[src/rtl/ram_dump_uart_if.sv]
// Handshake bundle between the dump engine and the top level: start request,
// RAM read port, status flags and the UART TX line.
interface ram_dump_uart_if #(
  parameter int ADDR_WIDTH = 4
);
  logic                  start;
  logic [7:0]            ram_data;
  logic                  dump_active;
  logic [ADDR_WIDTH-1:0] dump_address;
  logic                  busy;
  logic                  done;
  logic                  tx;

  modport master (
    output start, ram_data,
    input  dump_active, dump_address, busy, done, tx
  );

  modport slave (
    input  start, ram_data,
    output dump_active, dump_address, busy, done, tx
  );
endinterface

[src/rtl/ram_dump_uart.sv]
// Walks the program RAM and streams each byte as two uppercase hex characters
// over an 8N1 UART, terminating the dump with CR LF.
module ram_dump_uart #(
  parameter int CLKS_PER_BIT = 234,
  parameter int ADDR_WIDTH   = 4,
  parameter int DEPTH        = 16
) (
  input logic           clk,
  input logic           rst,
  ram_dump_uart_if.slave dump_if
);

  localparam int BAUD_W = (CLKS_PER_BIT > 1) ? $clog2(CLKS_PER_BIT) : 1;

  typedef enum logic [2:0] {
    IDLE, ADDR, LATCH, SEND_HI, SEND_LO, SEND_CR, SEND_LF, DONE
  } state_t;

  state_t                state_q;
  logic [7:0]            data_q;
  logic [7:0]            char_q;
  logic [BAUD_W-1:0]     baud_q;
  logic [3:0]            bit_q;
  logic [ADDR_WIDTH-1:0] addr_q;
  logic                  active_q;
  logic                  busy_q;
  logic                  done_q;
  logic                  tx_q;

  logic                  baud_end_d;
  logic                  tx_bit_d;
  logic [7:0]            next_char_d;

  function automatic logic [7:0] hex(input logic [3:0] n);
    return (n <= 4'd9) ? (8'h30 + {4'h0, n}) : (8'h37 + {4'h0, n});
  endfunction

  // bit_q counts the bit being driven (0 = start, 1..8 = data, 9 = stop)
  always_comb begin
    baud_end_d  = (baud_q == BAUD_W'(CLKS_PER_BIT - 1));
    tx_bit_d    = (bit_q < 4'd8) ? char_q[bit_q[2:0]] : 1'b1;
    next_char_d = 8'h0D;
    case (state_q)
      SEND_HI: next_char_d = hex(data_q[3:0]);
      SEND_LO: next_char_d = 8'h0D;
      SEND_CR: next_char_d = 8'h0A;
      default: next_char_d = 8'h0D;
    endcase
  end

  always_ff @(posedge clk or posedge rst) begin
    if (rst) begin
      state_q  <= IDLE;
      data_q   <= 8'h00;
      char_q   <= 8'h00;
      baud_q   <= '0;
      bit_q    <= 4'd0;
      addr_q   <= '0;
      active_q <= 1'b0;
      busy_q   <= 1'b0;
      done_q   <= 1'b0;
      tx_q     <= 1'b1;
    end else begin
      done_q <= 1'b0;
      case (state_q)
        IDLE: begin
          addr_q <= '0;
          if (dump_if.start) begin
            state_q  <= ADDR;
            active_q <= 1'b1;
            busy_q   <= 1'b1;
          end
        end
        ADDR: state_q <= LATCH;
        LATCH: begin
          data_q  <= dump_if.ram_data;
          char_q  <= hex(dump_if.ram_data[7:4]);
          baud_q  <= '0;
          bit_q   <= 4'd0;
          tx_q    <= 1'b0;
          state_q <= SEND_HI;
        end
        SEND_HI, SEND_LO, SEND_CR, SEND_LF: begin
          if (!baud_end_d) begin
            baud_q <= baud_q + 1'b1;
          end else begin
            baud_q <= '0;
            if (bit_q != 4'd9) begin
              bit_q <= bit_q + 4'd1;
              tx_q  <= tx_bit_d;
            end else begin
              // Next character starts immediately so its start bit follows the stop bit
              bit_q  <= 4'd0;
              char_q <= next_char_d;
              tx_q   <= 1'b0;
              case (state_q)
                SEND_HI: state_q <= SEND_LO;
                SEND_LO: begin
                  if (addr_q < ADDR_WIDTH'(DEPTH - 1)) begin
                    addr_q  <= addr_q + 1'b1;
                    tx_q    <= 1'b1;
                    state_q <= ADDR;
                  end else begin
                    state_q <= SEND_CR;
                  end
                end
                SEND_CR: state_q <= SEND_LF;
                default: begin
                  tx_q     <= 1'b1;
                  done_q   <= 1'b1;
                  active_q <= 1'b0;
                  state_q  <= DONE;
                end
              endcase
            end
          end
        end
        DONE: begin
          busy_q  <= 1'b0;
          addr_q  <= '0;
          state_q <= IDLE;
        end
        default: state_q <= IDLE;
      endcase
    end
  end

  assign dump_if.dump_active  = active_q;
  assign dump_if.dump_address = addr_q;
  assign dump_if.busy         = busy_q;
  assign dump_if.done         = done_q;
  assign dump_if.tx           = tx_q;

endmodule

[src/flat_wrapper.sv]
// flat-port wrapper written by rule: the top's interface ports become plain ports
module ram_dump_uart_flat 
#(
  parameter int CLKS_PER_BIT = 234,
  parameter int ADDR_WIDTH   = 4,
  parameter int DEPTH        = 16
)
  (clk, rst, dump_if_start, dump_if_ram_data, dump_if_dump_active, dump_if_dump_address, dump_if_busy, dump_if_done, dump_if_tx);
  ram_dump_uart_if #(.ADDR_WIDTH(ADDR_WIDTH)) dump_if_i ();
  input logic clk;
  input logic rst;
  input wire logic [$bits(dump_if_i.start)-1:0] dump_if_start;
  input wire logic [$bits(dump_if_i.ram_data)-1:0] dump_if_ram_data;
  output wire logic [$bits(dump_if_i.dump_active)-1:0] dump_if_dump_active;
  output wire logic [$bits(dump_if_i.dump_address)-1:0] dump_if_dump_address;
  output wire logic [$bits(dump_if_i.busy)-1:0] dump_if_busy;
  output wire logic [$bits(dump_if_i.done)-1:0] dump_if_done;
  output wire logic [$bits(dump_if_i.tx)-1:0] dump_if_tx;
  assign dump_if_i.start = dump_if_start;
  assign dump_if_i.ram_data = dump_if_ram_data;
  assign dump_if_dump_active = dump_if_i.dump_active;
  assign dump_if_dump_address = dump_if_i.dump_address;
  assign dump_if_busy = dump_if_i.busy;
  assign dump_if_done = dump_if_i.done;
  assign dump_if_tx = dump_if_i.tx;
  ram_dump_uart #(.CLKS_PER_BIT(CLKS_PER_BIT), .ADDR_WIDTH(ADDR_WIDTH), .DEPTH(DEPTH)) u_core (.clk(clk), .rst(rst), .dump_if(dump_if_i));
endmodule
[config.mk]
export PLATFORM = sky130hd
export DESIGN_NAME = ram_dump_uart_flat
export DESIGN_NICKNAME = d
export VERILOG_FILES = /design/src/rtl/ram_dump_uart_if.sv /design/src/rtl/ram_dump_uart.sv /design/src/flat_wrapper.sv
export SDC_FILE = /design/constraint.sdc
export NUM_CORES = 1
export LEC_CHECK = 0
export CAP_MARGIN = 15
export CORE_ASPECT_RATIO = 0.7
export CORE_MARGIN = 3
export CORE_UTILIZATION = 35
export CTS_BUF_LIST = sky130_fd_sc_hd__clkbuf_8 sky130_fd_sc_hd__clkbuf_16
export DETAILED_ROUTE_END_ITERATION = 16
export PLACE_DENSITY = 0.66
export SLEW_MARGIN = 20
export SYNTH_ARGS = -nofsm -noshare
export SYNTH_HDL_FRONTEND = slang
export SYNTH_SLANG_ARGS = --single-unit
[constraint.sdc]
create_clock -name clk -period 1.8 [get_ports clk]
set_input_delay 0.45 -clock clk [delete_from_list [all_inputs] [get_ports clk]]
set_output_delay 0.45 -clock clk [all_outputs]
set_load 0.01 [all_outputs]
==> results.toml <==
[critical_path]
path_class = "reg2out"
cp_num_buf_inv = 1
critPathRequiredTime_ns = 1.35
slowest_delay_ns = 0.57
cp-end-kind = "output pin"
path_cells = "clkdlybuf4s50_1"
r2r-start = "u_core.state_q[2]"
ff2ff_path_depth = 6
worstReg2RegEnd = "u_core.dump_if.dump_address[3]"
rrSetupSlack_ns = 0.07
cp_data_arrival_time_ns = 1.29
start_kind = "flop"
crit_path_end = "dump_if_dump_address[2]"
crit_cells = 1
cp_top_family = "buffers and inverters"
crit_slowest_cell = "clkdlybuf4s50_1"
crit_path_max_fanout = 5
cp-startpoint = "u_core.dump_if.dump_address[2]"

[die]
initial_core_util_pct = 36.9
die_y_um = 71.7
dieArea_um2 = 7150
io_pins = 19
coreArea_um2 = 5840
row_count = 23
die_x_um = 99.8

[global_route]
antenna_found_initial = 0
grt_pass1_vias = 1735
overflow = 0
grt_max_degree = 35
grt_pass1_wl_um = 8200
grt_use_total_pct = 14.2

[placement]
dpl.hpwl_um = 3480
port-buffer-count = 18
place_congestion = 0.842
dpl_worst_slack_ns = -0.454
placed_cells = 340

[logic_synthesis]
synth-adder-area-share_pct = 5.22
synth-seq-cells = 34
synth.distinct_cells = 59
synth_compound_area_share_pct = 24.6
synth_top_family_by_area = "compound AO/OA/AOI/OAI gates"
synth_nets = 252
syn_inst = 232
async_reset_ff_share_pct = 100
muxShareOfSynthArea_pct = 2.50
synth_ff_type = "dfrtp_1"
syn_area_um2 = 2160
synth-simple-area-share_pct = 19.4
synth-xor-area-share_pct = 3.25
avgSynthCellArea_um2 = 9.29
synth_warnings = 0
synth-edff-count = 0
synth.yosys.seq_area_share_pct = 39.5

[cells_and_area]
fin_util_pct = 46.3
drive_gt1_share_pct = 24.3
area_growth_pct = 25.5
fin_cells = 351
layout_commonest_cell = "dfrtp_1"
layout_common_cells = "dfrtp_1 (32), nand2_1 (30), buf_4 (27), o21ai_0 (23), clkdlybuf4s50_1 (14)"
fillCellCount = 578
diodes = 0
fin_nets = 295

[flow_run]
cap_violations = 0

[detailed_routing]
post_drt_wl_per_cell_um = 13.9
drc = 0
dr.pass1.iters = 4
via_count = 1797
via_per_inst = 5.12
drt_iter0_drc = 100
ant_nets = 0
wl_um = 4870

[sta]
hold_viol_final = 0
rsz0062_at_grt = "yes"
slew_viol_final = 0
finClkSkew_ns = 0.00793
max_slew_margin_pct = 76.4
period_share_pct = 96.9
fin_ws_ns = 0.0553
max_freq_ghz = 0.573
worstMarginPinSlew_ns = 0.353
setup_violations = 0
min_period_ns = 1.74
hold_slack_ns = 0.487

[pwr]
p_sw_share_pct = 23.6
p_int_uw = 1160
clkPwrFrac_pct = 38.8
ir_drop_mv = 0.256
power.share.sequential_pct = 52.3
combPwrFrac_pct = 8.9
leakagePower_uw = 0.00122
power.density_nw_per_um2 = 559
p_switching_uw = 358

[clocking]
cts_tree = "done"
clockRootBuffer = "clkbuf_8"
clkSinkCount = 34
holdBufCountCts = 0
clock_latency_ns = 0.29
cts_buffers = 5
clkTransAtPathRegs_ns = 0.07
cts-htree-levels = 2
ctsLongestPathBuffers = 2

[worst_hold_path]
hold_start = "u_core.char_q[4]"
hp-class = "reg2reg"

[run_status]
status = "complete, no violations"
## cells in the mapped netlist (2+ instances only)
cell type / count / area share [%]
ha_1: 9 / 5.2
a21oi_2: 2 / 0.81
and2_1: 2 / 0.58
and3_1: 4 / 1.2
a21oi_1: 9 / 2.1
clkbuf_1: 3 / 0.52
and3b_1: 3 / 1.2
a31oi_1: 4 / 1.2
dfrtp_1: 33 / 38
mux2i_1: 2 / 0.93
o31ai_1: 4 / 1.4
or3_1: 4 / 1.2
nor3b_1: 2 / 0.70
o21ai_1: 5 / 1.2
o21ai_2: 2 / 0.81
o21ai_0: 23 / 5.3
xnor2_1: 6 / 2.4
a21o_1: 2 / 0.70
o21a_1: 2 / 0.70
buf_6: 3 / 1.6
inv_1: 11 / 1.9
buf_2: 2 / 0.46
nand2_1: 31 / 5.4
nand3_1: 8 / 1.9
o221ai_1: 2 / 0.81
nand2b_1: 4 / 1.2
o22ai_1: 3 / 0.87
a22oi_1: 2 / 0.70
nor2_1: 12 / 2.1
buf_4: 3 / 1.0
xor2_1: 2 / 0.81
## cell type report
type	instances	area, um2	area share (%)
multi-input cells	177	1220	45.3
flip-flops and latches	34	853	31.5
repair buffers	46	402	14.8
well taps	75	93.8	3.47
clock buffers	6	82.6	3.05
inverters	11	41.3	1.53
clock inverters	2	8.76	0.324
## sequential cells by signal, summed over array words and instances (netlist names)
register / cells
u_core.dump_if.busy: 1
u_core.baud_q: 8
u_core.dump_if.dump_address: 4
u_core.dump_if.tx: 1
u_core.dump_if.done: 1
u_core.state_q: 3
u_core.dump_if.dump_active: 1
u_core.bit_q: 4
u_core.data_q: 4
u_core.char_q: 7
## power by group through the flow
| stage | Sequential [uW] | Combinational, uW | Clock, uW |
|---|---|---|---|
| global route | 793 | 151 | 635 |
| floorplan | 802 | 71.9 | 0 |
| detailed placement | 806 | 132 | 0 |
| global placement | 806 | 130 | 0 |
| finish | 791 | 135 | 587 |
| CTS | 792 | 136 | 610 |
## metrics by stage
step / TNS [ns] / instance area (um2) / power [uW]
2_1_floorplan: 0 / 2160 / 874
3_3_place_gp: -1.36 / 2560 / 936
3_5_place_dp: -1.68 / 2560 / 938
4_1_cts: 0 / 2660 / 1540
5_1_grt: -0.0744 / 2710 / 1580
6_report: 0 / 2710 / 1510
## metal layers
| metal | global-route usage [%] | routed length [um] |
|---|---|---|
| met2 | 21.0 | 2010 |
| met5 | 0 | 0 |
| met3 | 3.21 | 213 |
| met1 | 20.8 | 2600 |
| met4 | 4.09 | 44 |
## worst min-delay path by stage
stage	endpoint	cells past startpoint	slack, ns
6_report	u_core.char_q[4]	2	0.49
3_3_place_gp	u_core.dump_if.tx	2	0.47
5_1_grt	u_core.baud_q[6]	3	0.53
4_1_cts	u_core.dump_if.tx	2	0.49
2_1_floorplan	u_core.char_q[3]	2	0.44
3_5_place_dp	u_core.char_q[4]	2	0.48
## kinds of logic after synthesis
logic type,after synthesis
muxes,4
xor gates and xnor gates,8
AOI/OAI and AO/OA,75
and+or+nand+nor,80
adders and majority gates,9
DFF,34
buffers and inverters,22
## timing repair
action                                  CTS  global route
setup buffers                             1             1
gates cloned                              0             1
endpoints found under the setup margin    3             7
pin swaps                                 4             1
gates resized for setup                   7            11
endpoints found under the hold margin     0             0
(Power assumes the default switching activity.)
